<file path="src/rtl/hazard_mode_sequencer.sv">
// Step-enable generator and mode arbiter for the airport hazard-light pattern FSM.
// Tower override beats auto-demo beats manual switches; mode changes land only on step boundaries.
module hazard_mode_sequencer #(
  parameter int TICK_DIV   = 25000000,
  parameter int DEMO_STEPS = 8,
  parameter int HOLD_STEPS = 16
) (
  input  logic       clk,
  input  logic       reset,
  input  logic [1:0] sw_mode,
  input  logic       demo_en,
  input  logic       tower_valid,
  input  logic [1:0] tower_mode,
  output logic       tower_ack,
  output logic       step_en,
  output logic [1:0] mode_out,
  output logic       light_reset,
  output logic [1:0] src
);

  localparam int CW = (TICK_DIV > 2) ? $clog2(TICK_DIV) : 1;
  localparam int DW = $clog2(DEMO_STEPS + 1);
  localparam int HW = $clog2(HOLD_STEPS + 1);

  // Encoding doubles as the src code seen by the light FSM.
  typedef enum logic [1:0] {
    ST_MANUAL = 2'b00,
    ST_DEMO   = 2'b01,
    ST_TOWER  = 2'b10
  } state_t;

  state_t        state_q, state_d;
  logic [CW-1:0] cnt_q;
  logic [1:0]    mode_q, mode_d;
  logic [HW-1:0] hold_q, hold_d;
  logic [DW-1:0] demo_q, demo_d;
  logic          primed_q;
  logic          tick;
  logic          step_d, ack_d, lr_d;

  function automatic logic [1:0] map_mode(input logic [1:0] m);
    return (m == 2'b11) ? 2'b00 : m;
  endfunction

  assign tick = (cnt_q == CW'(TICK_DIV - 1));

  // NOTE: sequential state uses non-blocking assignments so every register samples pre-edge values.
  always_ff @(posedge clk) begin
    if (reset) begin
      cnt_q       <= '0;
      state_q     <= ST_MANUAL;
      mode_q      <= 2'b00;
      hold_q      <= '0;
      demo_q      <= '0;
      primed_q    <= 1'b0;
      step_en     <= 1'b0;
      tower_ack   <= 1'b0;
      light_reset <= 1'b1;
    end else begin
      cnt_q       <= tick ? '0 : cnt_q + CW'(1);
      state_q     <= state_d;
      mode_q      <= mode_d;
      hold_q      <= hold_d;
      demo_q      <= demo_d;
      primed_q    <= primed_q | tick;
      step_en     <= step_d;
      tower_ack   <= ack_d;
      light_reset <= lr_d;
    end
  end

  // NOTE: every comb output gets a default first, so no path can infer a latch.
  always_comb begin
    state_d = state_q;
    mode_d  = mode_q;
    hold_d  = hold_q;
    demo_d  = demo_q;
    if (tick) begin
      if (tower_valid) begin
        state_d = ST_TOWER;
        mode_d  = map_mode(tower_mode);
        hold_d  = HW'(HOLD_STEPS);
      end else begin
        case (state_q)
          ST_TOWER: begin
            if (hold_q != '0) begin
              hold_d = hold_q - HW'(1);
            end else if (demo_en) begin
              state_d = ST_DEMO;
              mode_d  = 2'b00;
              demo_d  = '0;
            end else begin
              state_d = ST_MANUAL;
              mode_d  = map_mode(sw_mode);
            end
          end
          ST_DEMO: begin
            if (!demo_en) begin
              state_d = ST_MANUAL;
              mode_d  = map_mode(sw_mode);
            end else if (demo_q == DW'(DEMO_STEPS - 1)) begin
              demo_d = '0;
              mode_d = (mode_q == 2'b10) ? 2'b00 : mode_q + 2'b01;
            end else begin
              demo_d = demo_q + DW'(1);
            end
          end
          default: begin
            if (demo_en) begin
              state_d = ST_DEMO;
              mode_d  = 2'b00;
              demo_d  = '0;
            end else begin
              mode_d = map_mode(sw_mode);
            end
          end
        endcase
      end
    end
  end

  // Pattern restart is held from reset through the first step, then only on mode changes.
  always_comb begin
    step_d = tick;
    ack_d  = tick & tower_valid;
    lr_d   = tick ? (!primed_q || (mode_d != mode_q)) : !primed_q;
  end

  assign mode_out = mode_q;
  assign src      = state_q;

endmodule
</file>
<file path="config.mk">
export PLATFORM = sky130hd
export DESIGN_NAME = hazard_mode_sequencer
export DESIGN_NICKNAME = d
export VERILOG_FILES = /design/src/rtl/hazard_mode_sequencer.sv
export SDC_FILE = /design/constraint.sdc
export NUM_CORES = 1
export LEC_CHECK = 0
export BUFFER_PORTS_ARGS = -buffer_cell sky130_fd_sc_hd__buf_2
export CORE_MARGIN = 4
export CORE_UTILIZATION = 50
export CTS_CLUSTER_DIAMETER = 30
export DETAILED_ROUTE_END_ITERATION = 8
export PLACE_DENSITY = 0.72
export SLEW_MARGIN = 40
export SYNTH_ARGS = -nofsm -noshare
export SYNTH_HDL_FRONTEND = slang
export SYNTH_SLANG_ARGS = --single-unit
export TNS_END_PERCENT = 10
</file>
<file path="constraint.sdc">
create_clock -name clk -period 2.5 [get_ports clk]
set_clock_uncertainty 0.05 [all_clocks]
set_input_delay 0.375 -clock clk [delete_from_list [all_inputs] [get_ports clk]]
set_output_delay 0.375 -clock clk [all_outputs]
set_load 0.03 [all_outputs]
</file>
==> out/results.tsv, run 1 <==
metric	value	unit
outcome	finished clean	
CTS tree	built	
Seq pwr share	0.538	
fin crit period	2.47	ns
vias in the first global route	1635	
LEAKAGE	0.936	nW
DR DRC count	0	
initial core utilization	0.515	
required time of the critical path	2.63	ns
Synth area leaders	dfxtp_1, nor2_1, xnor2_1	
Yosys top cell by area	dfxtp_1	
power share of the clock group	0.427	
Port Buffer Count	14	
die height	72.2	um
syn nets	261	
NetSw	0.000266	W
pin count of the biggest net entering global routing	25	
antenna cells	0	
Post-synth top cells	dfxtp_1, nor2_1, nand3_1, nand2_1, a21oi_1	
Worst Tran Pin Value	0.367	ns
Final Power	0.00125	W
sequential fraction of the synthesis area	0.409	
detailed placement HPWL	2.94	mm
clock sink total	42	
Hold-fix buffers, CTS	0	
Rows	23	
final setup vio count	0	
max-slew violation count	0	
Avg WL per Cell	13.0	um
crit path cell chain	or4b_1 > or4_4 > or3_4 > or3_4 > o21ai_1 > a21oi_1	
Hold Path Class	flop to flop	
die area	5210	sq um
RSZ-0062 raised after global routing	true	
Worst EP arrival	2.60	ns
# IOs	15	
crit share post-route	0.988	
TNS Setup	0	ns
initial antenna violation count	0	
core area	4000	sq um
H-tree Lvls	2	
clk buf depth	2	
CP Capture Type	flop	
synthesis-stage register bit count	42	
Die W	72.2	um
Internal	0.000987	W
CP max FO	4	
Power Density	510	nW/um^2
nets	291	
CP top delay family	simple AND/OR/NAND/NOR gates	
yosys warns	0	
# fillers	379	
CP Launch Type	flop	
post-synth cell types	38	
maxcap violations	0	
post-route ant nets	0	
combinational power share	0.034	
Worst Path Class, Setup	flop to flop	
Synth async-reset ratio	0	
Buf+Inv Stages, Crit Path	0	
drt total wl	4.25	mm
first-pass GRT wire length	7.18	mm
slowest stage delay, CP	0.55	ns
routability cong.	0.819	
total congestion overflow	0	
peak supply drop	0.343	mV
Syn Inst Count	247	
TritonCTS buffer count	5	
Worst-path clk slew	0.08	ns
Post-Synthesis Cell Area	2060	sq um
vias per inst	5.40	
CP max-delay cell	or4_4	
synthesis-to-finish area growth	19.5	%
Sw Ratio	0.213	
syn_area_per_cell	8.33	sq um
layout cell share with drive strength beyond 1	0.201	
DR iter-0 viols	97	
most used cell, CP	or3_4	
Slew headroom	0.752	
Clk Latency, worst-skew pair	0.30	ns
via count	1772	
CTS Root Cell	clkbuf_8	
most frequent cell after synthesis	dfxtp_1	
EDFF count, synth	0	
ys flop type	dfxtp_1	
GRT Total Usage	0.171	
Hold Fails Final Rpt	0	
post-synth top area share	0.409	
1st-pass router iterations	4	
fmax	405	MHz
==> power groups by stage <==
stage                     sequential [W]  combinational (W)  clock (W)
after detailed placement        0.000691          0.0000414          0
after global routing            0.000676          0.0000486   0.000566
after CTS                       0.000675          0.0000417   0.000549
after floorplan                 0.000690          0.0000271          0
after global placement          0.000690          0.0000409          0
final                           0.000675          0.0000432   0.000536
==> metal layers <==
metal / up-vias / global-route usage / share of wire
met5: - / 0 / 0
met4: 0 / 0.0605 / 0.014
met3: 6 / 0.0429 / 0.042
met2: 30 / 0.272 / 0.44
met1: 813 / 0.226 / 0.50
li1: 923 / - / -
==> layout by cell type, fill, tap and decap left out, types with 2 or more instances in the layout <==
cell,n
a211oi_1,2
a211oi_2,2
a21oi_1,12
a311oi_2,2
and2_1,3
and3_1,8
buf_2,14
buf_4,20
clkbuf_8,5
dfxtp_1,40
dfxtp_2,2
ha_1,6
inv_1,11
nand2_1,14
nand2b_1,3
nand3_1,16
nand3b_1,2
nand4_1,6
nand4b_1,2
nor2_1,39
nor2b_1,2
nor3_1,6
nor4_1,4
nor4b_1,3
o21ai_0,5
o21ai_1,2
or3_4,2
or4_1,3
or4b_1,2
xnor2_1,11
xor2_1,11
==> repair_timing <==
item / 4_1_cts / 5_1_grt
buffers inserted: 0 / 1
setup endpoints to repair: 2 / 35
pin swaps: 0 / 4
endpoints found under the hold margin: 0 / 0
resized for setup: 1 / 9
==> area by class of cell <==
type	instances	area, sq um	share of cell area
sequential	42	843	0.343
clock inverter	2	37.5	0.0153
clock buffer	6	72.6	0.0295
inverter	11	41.3	0.0168
tap	50	62.6	0.0254
multi-input combinational	182	1160	0.472
timing repair buffer	35	240	0.0977
==> registers in the layout, summed over array words and instances (netlist names) <==
signal       flops
hold_q           5
demo_q           4
cnt_q           25
primed_q         1
tower_ack        1
mode_out         2
light_reset      1
step_en          1
src              2
==> per-stage QoR <==
| step | utilization | std cells | hold slack (ns) | instance area, sq um | setup slack (ns) |
|---|---|---|---|---|---|
| 2_1_floorplan | - | 247 | 0.363 | 2060 | -0.0109 |
| 3_3_place_gp | 0.575 | 319 | 0.375 | 2300 | 0.0387 |
| 3_5_place_dp | 0.575 | 319 | 0.382 | 2300 | 0.00521 |
| 4_1_cts | 0.604 | 327 | 0.394 | 2410 | 0.0175 |
| 5_1_grt | 0.615 | 328 | 0.417 | 2460 | -0.0786 |
| 6_report | 0.615 | 328 | 0.391 | 2460 | 0.0294 |
==> worst paths after layout <==
kind / start / endpoint / slack, ns / depth (start not counted)
worst min register to register: cnt_q[0] / cnt_q[0] / 0.39 / 1
worst max-delay path: cnt_q[10] / demo_q[2] / 0.03 / 6
worst max register to register: cnt_q[10] / demo_q[2] / 0.03 / 6
worst min-delay path: cnt_q[0] / cnt_q[0] / 0.39 / 1
==> logic make-up after synthesis <==
family	Yosys count	synth area share
buf+inv	23	0.0474
flops	42	0.409
simple gates	123	0.320
compound gates	30	0.0894
mux	1	0.00486
fa+ha+maj	6	0.0365
xor+xnor	22	0.0936
No activity file was read; power rests on OpenSTA's default activity.
==> run 2: changes to the inputs <==
PLACE_DENSITY = 0.73   (was 0.72)
==> run 2 against run 1 <==
Effect of this change:
- combinational power is 4.9% lower
- clock-buffer cell count is 1 lower
- critical path depth stayed put
- core utilization fell by 0.44 points
- total power decreased by 7.0%
- critical path type unchanged
- first-iteration DRC count is 38% lower
- fmax shrank 0.98%
- hold slack lost 0.013 ns
- clock power is 16% lower
- setup slack worse by 0.024 ns
- design area is 0.71% lower
- largest power group unchanged
- critical endpoint unchanged
- highest routed layer unchanged
==> out/results.tsv, run 2 (synthesis results as in run 1) <==
metric	value	unit	change
DR iter-0 viols	60		-38%
routability cong.	0.807		-1.4%
# fillers	342		-9.8%
Port Buffer Count	14		unchanged
1st-pass router iterations	4		unchanged
final setup vio count	0		unchanged
Power Density	478	nW/um^2	-6.3%
nets	293		+0.69%
initial antenna violation count	0		unchanged
total congestion overflow	0		unchanged
hold slack	0.378	ns	-0.0130 ns
Worst Path Class, Setup	flop to flop		
outcome	finished clean		
LEAKAGE	0.935	nW	about the same
initial core utilization	0.515		unchanged
clock sink total	42		unchanged
CTS Root Cell	clkbuf_8		
die height	72.2	um	unchanged
largest registers	cnt_q x25, hold_q x5, demo_q x4		
required time of the critical path	2.63	ns	about the same
metal2 WL	1.83	mm	-2.3%
WL met1	1.99	mm	-7.0%
GRT Total Usage	0.167		-0.00444
via count	1796		+1.4%
Hold-fix buffers, CTS	0		unchanged
max-slew violation count	0		unchanged
met3 wire len	165	um	-8.3%
Hold Path Class	input pin to flop		
Worst EP arrival	2.62	ns	+0.02 ns
first-pass GRT wire length	7.09	mm	-1.2%
Inst Count DP	322		+0.94%
layout cell share with drive strength beyond 1	0.204		+0.00213
Hold Path Stages	2		+1
most flop-heavy register	cnt_q		
synthesis-to-finish area growth	18.6	%	
Worst-path clk slew	0.09	ns	about the same
clk buf depth	2		unchanged
pin count of the biggest net entering global routing	25		unchanged
TritonCTS buffer count	5		unchanged
H-tree Lvls	2		unchanged
Worst Tran Pin Value	0.421	ns	+0.0538 ns
RSZ-0062 raised after global routing	true		
# Post-CTS Setup Buffers	0		unchanged
TNS Setup	0	ns	unchanged
post-route ant nets	0		unchanged
CP max FO	4		unchanged
# IOs	15		unchanged
core area	4000	sq um	unchanged
most frequent cells in the layout	nor2_1, dfxtp_1, buf_4		
drt total wl	4.03	mm	-5.3%
fin crit period	2.50	ns	+0.0245 ns
CP Launch Type	flop		
Clk Latency, worst-skew pair	0.30	ns	about the same
peak supply drop	0.406	mV	+18%
max reg flops	25		unchanged
Die W	72.2	um	unchanged
crit share post-route	0.998		+0.00980
CTS tree	built		
Rows	23		unchanged
highest metal used	met4		
Hold Fails Final Rpt	0		unchanged
die area	5210	sq um	unchanged
antenna cells	0		unchanged
detailed placement HPWL	2.99	mm	+1.7%
R2R depth	6		unchanged
DR DRC count	0		unchanged
CP Capture Type	flop		
Avg WL per Cell	12.2	um	-5.8%
Slew headroom	0.718		-0.0341
maxcap violations	0		unchanged
vias per inst	5.44		+0.74%
fmax	401	MHz	-0.98%
vias in the first global route	1687		+3.2%
Final Non-Filler Cells	330		+0.61%
run 2: per-layer routing:
metal,track usage,vias to the layer above
met5,0,-
met4,0.0543,0
met3,0.0471,6
met2,0.271,29
met1,0.214,833
li1,-,928
run 2: where the power goes:
group | internal (W) | switching (W) | total [W]
Sequential | 0.000672 | 0.00000242 | 0.000675
Clock | 0.000200 | 0.000251 | 0.000451
Combinational | 0.0000160 | 0.0000250 | 0.0000411
run 2: layout make-up:
| type | count | area, sq um | area share |
|---|---|---|---|
| Clock buffer | 5 | 68.8 | 0.0282 |
| Clock inverter | 3 | 23.8 | 0.00974 |
| Inverter | 11 | 41.3 | 0.0169 |
| Multi-Input combinational cell | 182 | 1140 | 0.469 |
| Sequential cell | 42 | 845 | 0.346 |
| Tap cell | 50 | 62.6 | 0.0256 |
| Timing Repair Buffer | 37 | 255 | 0.105 |
run 2: worst paths after layout:
| kind | from | slack [ns] | endpoint |
|---|---|---|---|
| max | cnt_q[9] | 0.005 | demo_q[2] |
| min | reset | 0.38 | primed_q |
| max reg2reg | cnt_q[9] | 0.005 | demo_q[2] |
| min reg2reg | cnt_q[0] | 0.40 | cnt_q[0] |
run 2: timing repair:
action	in CTS	in global routing
pin swaps	0	3
setup endpoints to repair	2	23
resized for setup	1	6
run 2: stage by stage:
step                      cell area (sq um)   util  power [W]  setup WS [ns]
after floorplan                        2060      -   0.000717        -0.0109
final                                  2440  0.610    0.00117        0.00487
after global routing                   2440  0.610    0.00121        -0.0857
after global placement                 2320  0.581   0.000731         0.0132
after CTS                              2420  0.605    0.00118        0.00174
after detailed placement               2320  0.581   0.000732        -0.0123
run 2: worst max-delay path, cell delays in order (launching register included):
cell	delay, ns
dfxtp_1	0.31
or4b_1	0.52
or4_4	0.55
or3_4	0.37
or3_4	0.37
o21ai_2	0.14
a21oi_1	0.07
==> run 3: changes to the inputs <==
CELL_PAD_IN_SITES_DETAIL_PLACEMENT = 1   (was unset)
CELL_PAD_IN_SITES_GLOBAL_PLACEMENT = 1   (was unset)
CORE_UTILIZATION = 40   (was 50)
PLACE_DENSITY = 0.76   (was 0.73)
==> run 3 against run 2 <==
Effect of this change:
- fmax increased by 0.29%
- clock-buffer cell count up 2
- design area rose by 2.7%
- cell count increased by 6.7%
- first-iteration DRC count grew 52%
- routed wire length is 26% higher
- sequential power barely moved
- core utilization decreased by 9.3 points
- largest power group unchanged
==> out/results.tsv, run 3 (synthesis results as in run 1) <==
metric	value	unit	change
outcome	finished clean		
antenna cells	0		unchanged
maxcap violations	0		unchanged
DR DRC count	0		unchanged
max reg flops	25		unchanged
Core Util, Final	0.517		-0.0931
CP Launch Type	flop		
synthesis-to-finish area growth	21.8	%	
post-route ant nets	0		unchanged
vias in the first global route	1893		+12%
first-pass GRT wire length	8.78	mm	+24%
drt total wl	5.07	mm	+26%
pin count of the biggest net entering global routing	25		unchanged
Power Density	467	nW/um^2	-2.2%
r2r setup slk	0.01	ns	about the same
Rows	25		+8.7%
1st-pass router iterations	4		unchanged
CP Capture Type	flop		
clock sink total	42		unchanged
GRT Total Usage	0.175		+0.00837
Worst EP arrival	2.61	ns	about the same
NetSw	0.000260	W	-6.7%
Port Buffer Count	14		unchanged
most used cell, CP	or3_4		
core area	4850	sq um	+21%
crit path cell chain	or4b_1 > or4_4 > or3_4 > or3_4 > o21ai_2 > a21oi_2		
die height	79.7	um	+10%
# IOs	15		unchanged
Worst Path Class, Setup	flop to flop		
TritonCTS buffer count	5		unchanged
R2R depth	6		unchanged
most flop-heavy register	cnt_q		
required time of the critical path	2.63	ns	about the same
LEAKAGE	0.970	nW	+3.8%
Die W	79.7	um	+10%
total congestion overflow	0		unchanged
Internal	0.000912	W	+2.7%
CTS tree	built		
RSZ-0062 raised after global routing	true		
power share of the clock group	0.387		about the same
initial antenna violation count	0		unchanged
CP max FO	4		unchanged
most frequent cells in the layout	nor2_1, dfxtp_1, buf_4		
R2R Path End	demo_q[2]		
area of the multi-input gates	1150	sq um	+0.66%
Worst Tran Pin Value	0.440	ns	+0.0195 ns
Avg WL per Cell	14.4	um	+18%
largest registers	cnt_q x25, hold_q x5, demo_q x4		
CP top delay family	simple AND/OR/NAND/NOR gates		
launching point of the worst reg2reg path	cnt_q[15]		
detailed placement HPWL	3.66	mm	+22%
TNS Setup	0	ns	unchanged
Seq pwr share	0.576		-0.003
Slew headroom	0.702		-0.0154
crit share post-route	0.995		-0.00288
Sequential Area	846	sq um	+0.15%
HP Start	cnt_q[0]		
via count	1825		+1.6%
Worst-path clk slew	0.08	ns	about the same
nets	298		+1.7%
peak supply drop	0.279	mV	-31%
combinational power share	0.037		+0.002
slowest stage delay, CP	0.55	ns	about the same
routability cong.	0.793		-1.7%
Hold Path Class	flop to flop		
Sw Ratio	0.222		-0.0169
CTS Root Cell	clkbuf_8		
# fillers	614		+80%
Hold-fix buffers, CTS	0		unchanged
die area	6360	sq um	+22%
CP max-delay cell	or4_4		
most common cell after layout, fill and taps aside	nor2_1		
clk buf depth	2		unchanged
final setup vio count	0		unchanged
H-tree Lvls	2		unchanged
fmax	402	MHz	+0.29%
Hold Fails Final Rpt	0		unchanged
Hold EP	cnt_q[0]		
vias per inst	5.18		-4.7%
Buf+Inv Stages, Crit Path	0		unchanged
DR iter-0 viols	91		+52%
hold slack	0.399	ns	+0.0209 ns
fin crit period	2.49	ns	-0.00721 ns
layout cell share with drive strength beyond 1	0.221		+0.0175
Hold Path Stages	1		-1
initial core utilization	0.425		-0.0900
Clk Latency, worst-skew pair	0.29	ns	about the same
max-slew violation count	0		unchanged
## run 3: cell types whose count changed in the layout (fill, tap and decap cells not counted), sizes merged
cell,change
inv,-1
clkinv,+1
buf,+5
clkbuf,+2
clkinvlp,-2
## run 3: through the flow
stage	cells	total power, W	instance area (sq um)	setup slack, ns
2_1_floorplan	247	0.000717	2060	-0.0109
3_3_place_gp	340	0.000732	2350	0.0507
3_5_place_dp	340	0.000733	2350	-0.000967
4_1_cts	348	0.00119	2450	0.0234
5_1_grt	352	0.00123	2510	-0.0662
6_report	352	0.00117	2510	0.0121
## run 3: layout make-up
cell class	instances	share of cell area
Clock buffer	7	0.0344
Clock inverter	1	0.00200
Inverter	11	0.0165
Multi-Input combinational cell	182	0.460
Sequential cell	42	0.337
Tap cell	67	0.0334
Timing Repair Buffer	42	0.117
## run 3: worst max-delay path by stage
stage | startpoint | endpoint | cells after the start
floorplan | cnt_q[15] | demo_q[2] | 7
global placement | cnt_q[15] | demo_q[2] | 6
detailed placement | cnt_q[15] | demo_q[2] | 6
CTS | cnt_q[15] | demo_q[2] | 6
global route | cnt_q[15] | demo_q[2] | 6
finish | cnt_q[15] | demo_q[2] | 6
## run 3: layer usage
metal	global-route usage	vias up	wire length (um)
met5	0	-	0
met4	0.0726	0	78
met3	0.0327	6	123
met2	0.316	21	2590
met1	0.202	866	2280
li1	-	932	-
## run 3: power by group through the flow
stage / logic [W] / registers (W) / clock network (W)
2_1_floorplan: 0.0000271 / 0.000690 / 0
3_3_place_gp: 0.0000418 / 0.000690 / 0
4_1_cts: 0.0000425 / 0.000675 / 0.000472
6_report: 0.0000434 / 0.000675 / 0.000453
5_1_grt: 0.0000493 / 0.000676 / 0.000505
3_5_place_dp: 0.0000422 / 0.000691 / 0
## run 3: timing repair
item | CTS | global route
endpoints found under the hold margin | 0 | 0
buffers inserted | 0 | 4
gates cloned | 0 | 0
pin swaps | 0 | 1
resized for setup | 1 | 9
setup endpoints to repair | 1 | 32
## run 3: worst register-to-register path, stage by stage (launching register included)
cell	delay (ns)
dfxtp_2	0.32
or4b_1	0.50
or4_4	0.55
or3_4	0.36
or3_4	0.37
o21ai_2	0.17
a21oi_2	0.06
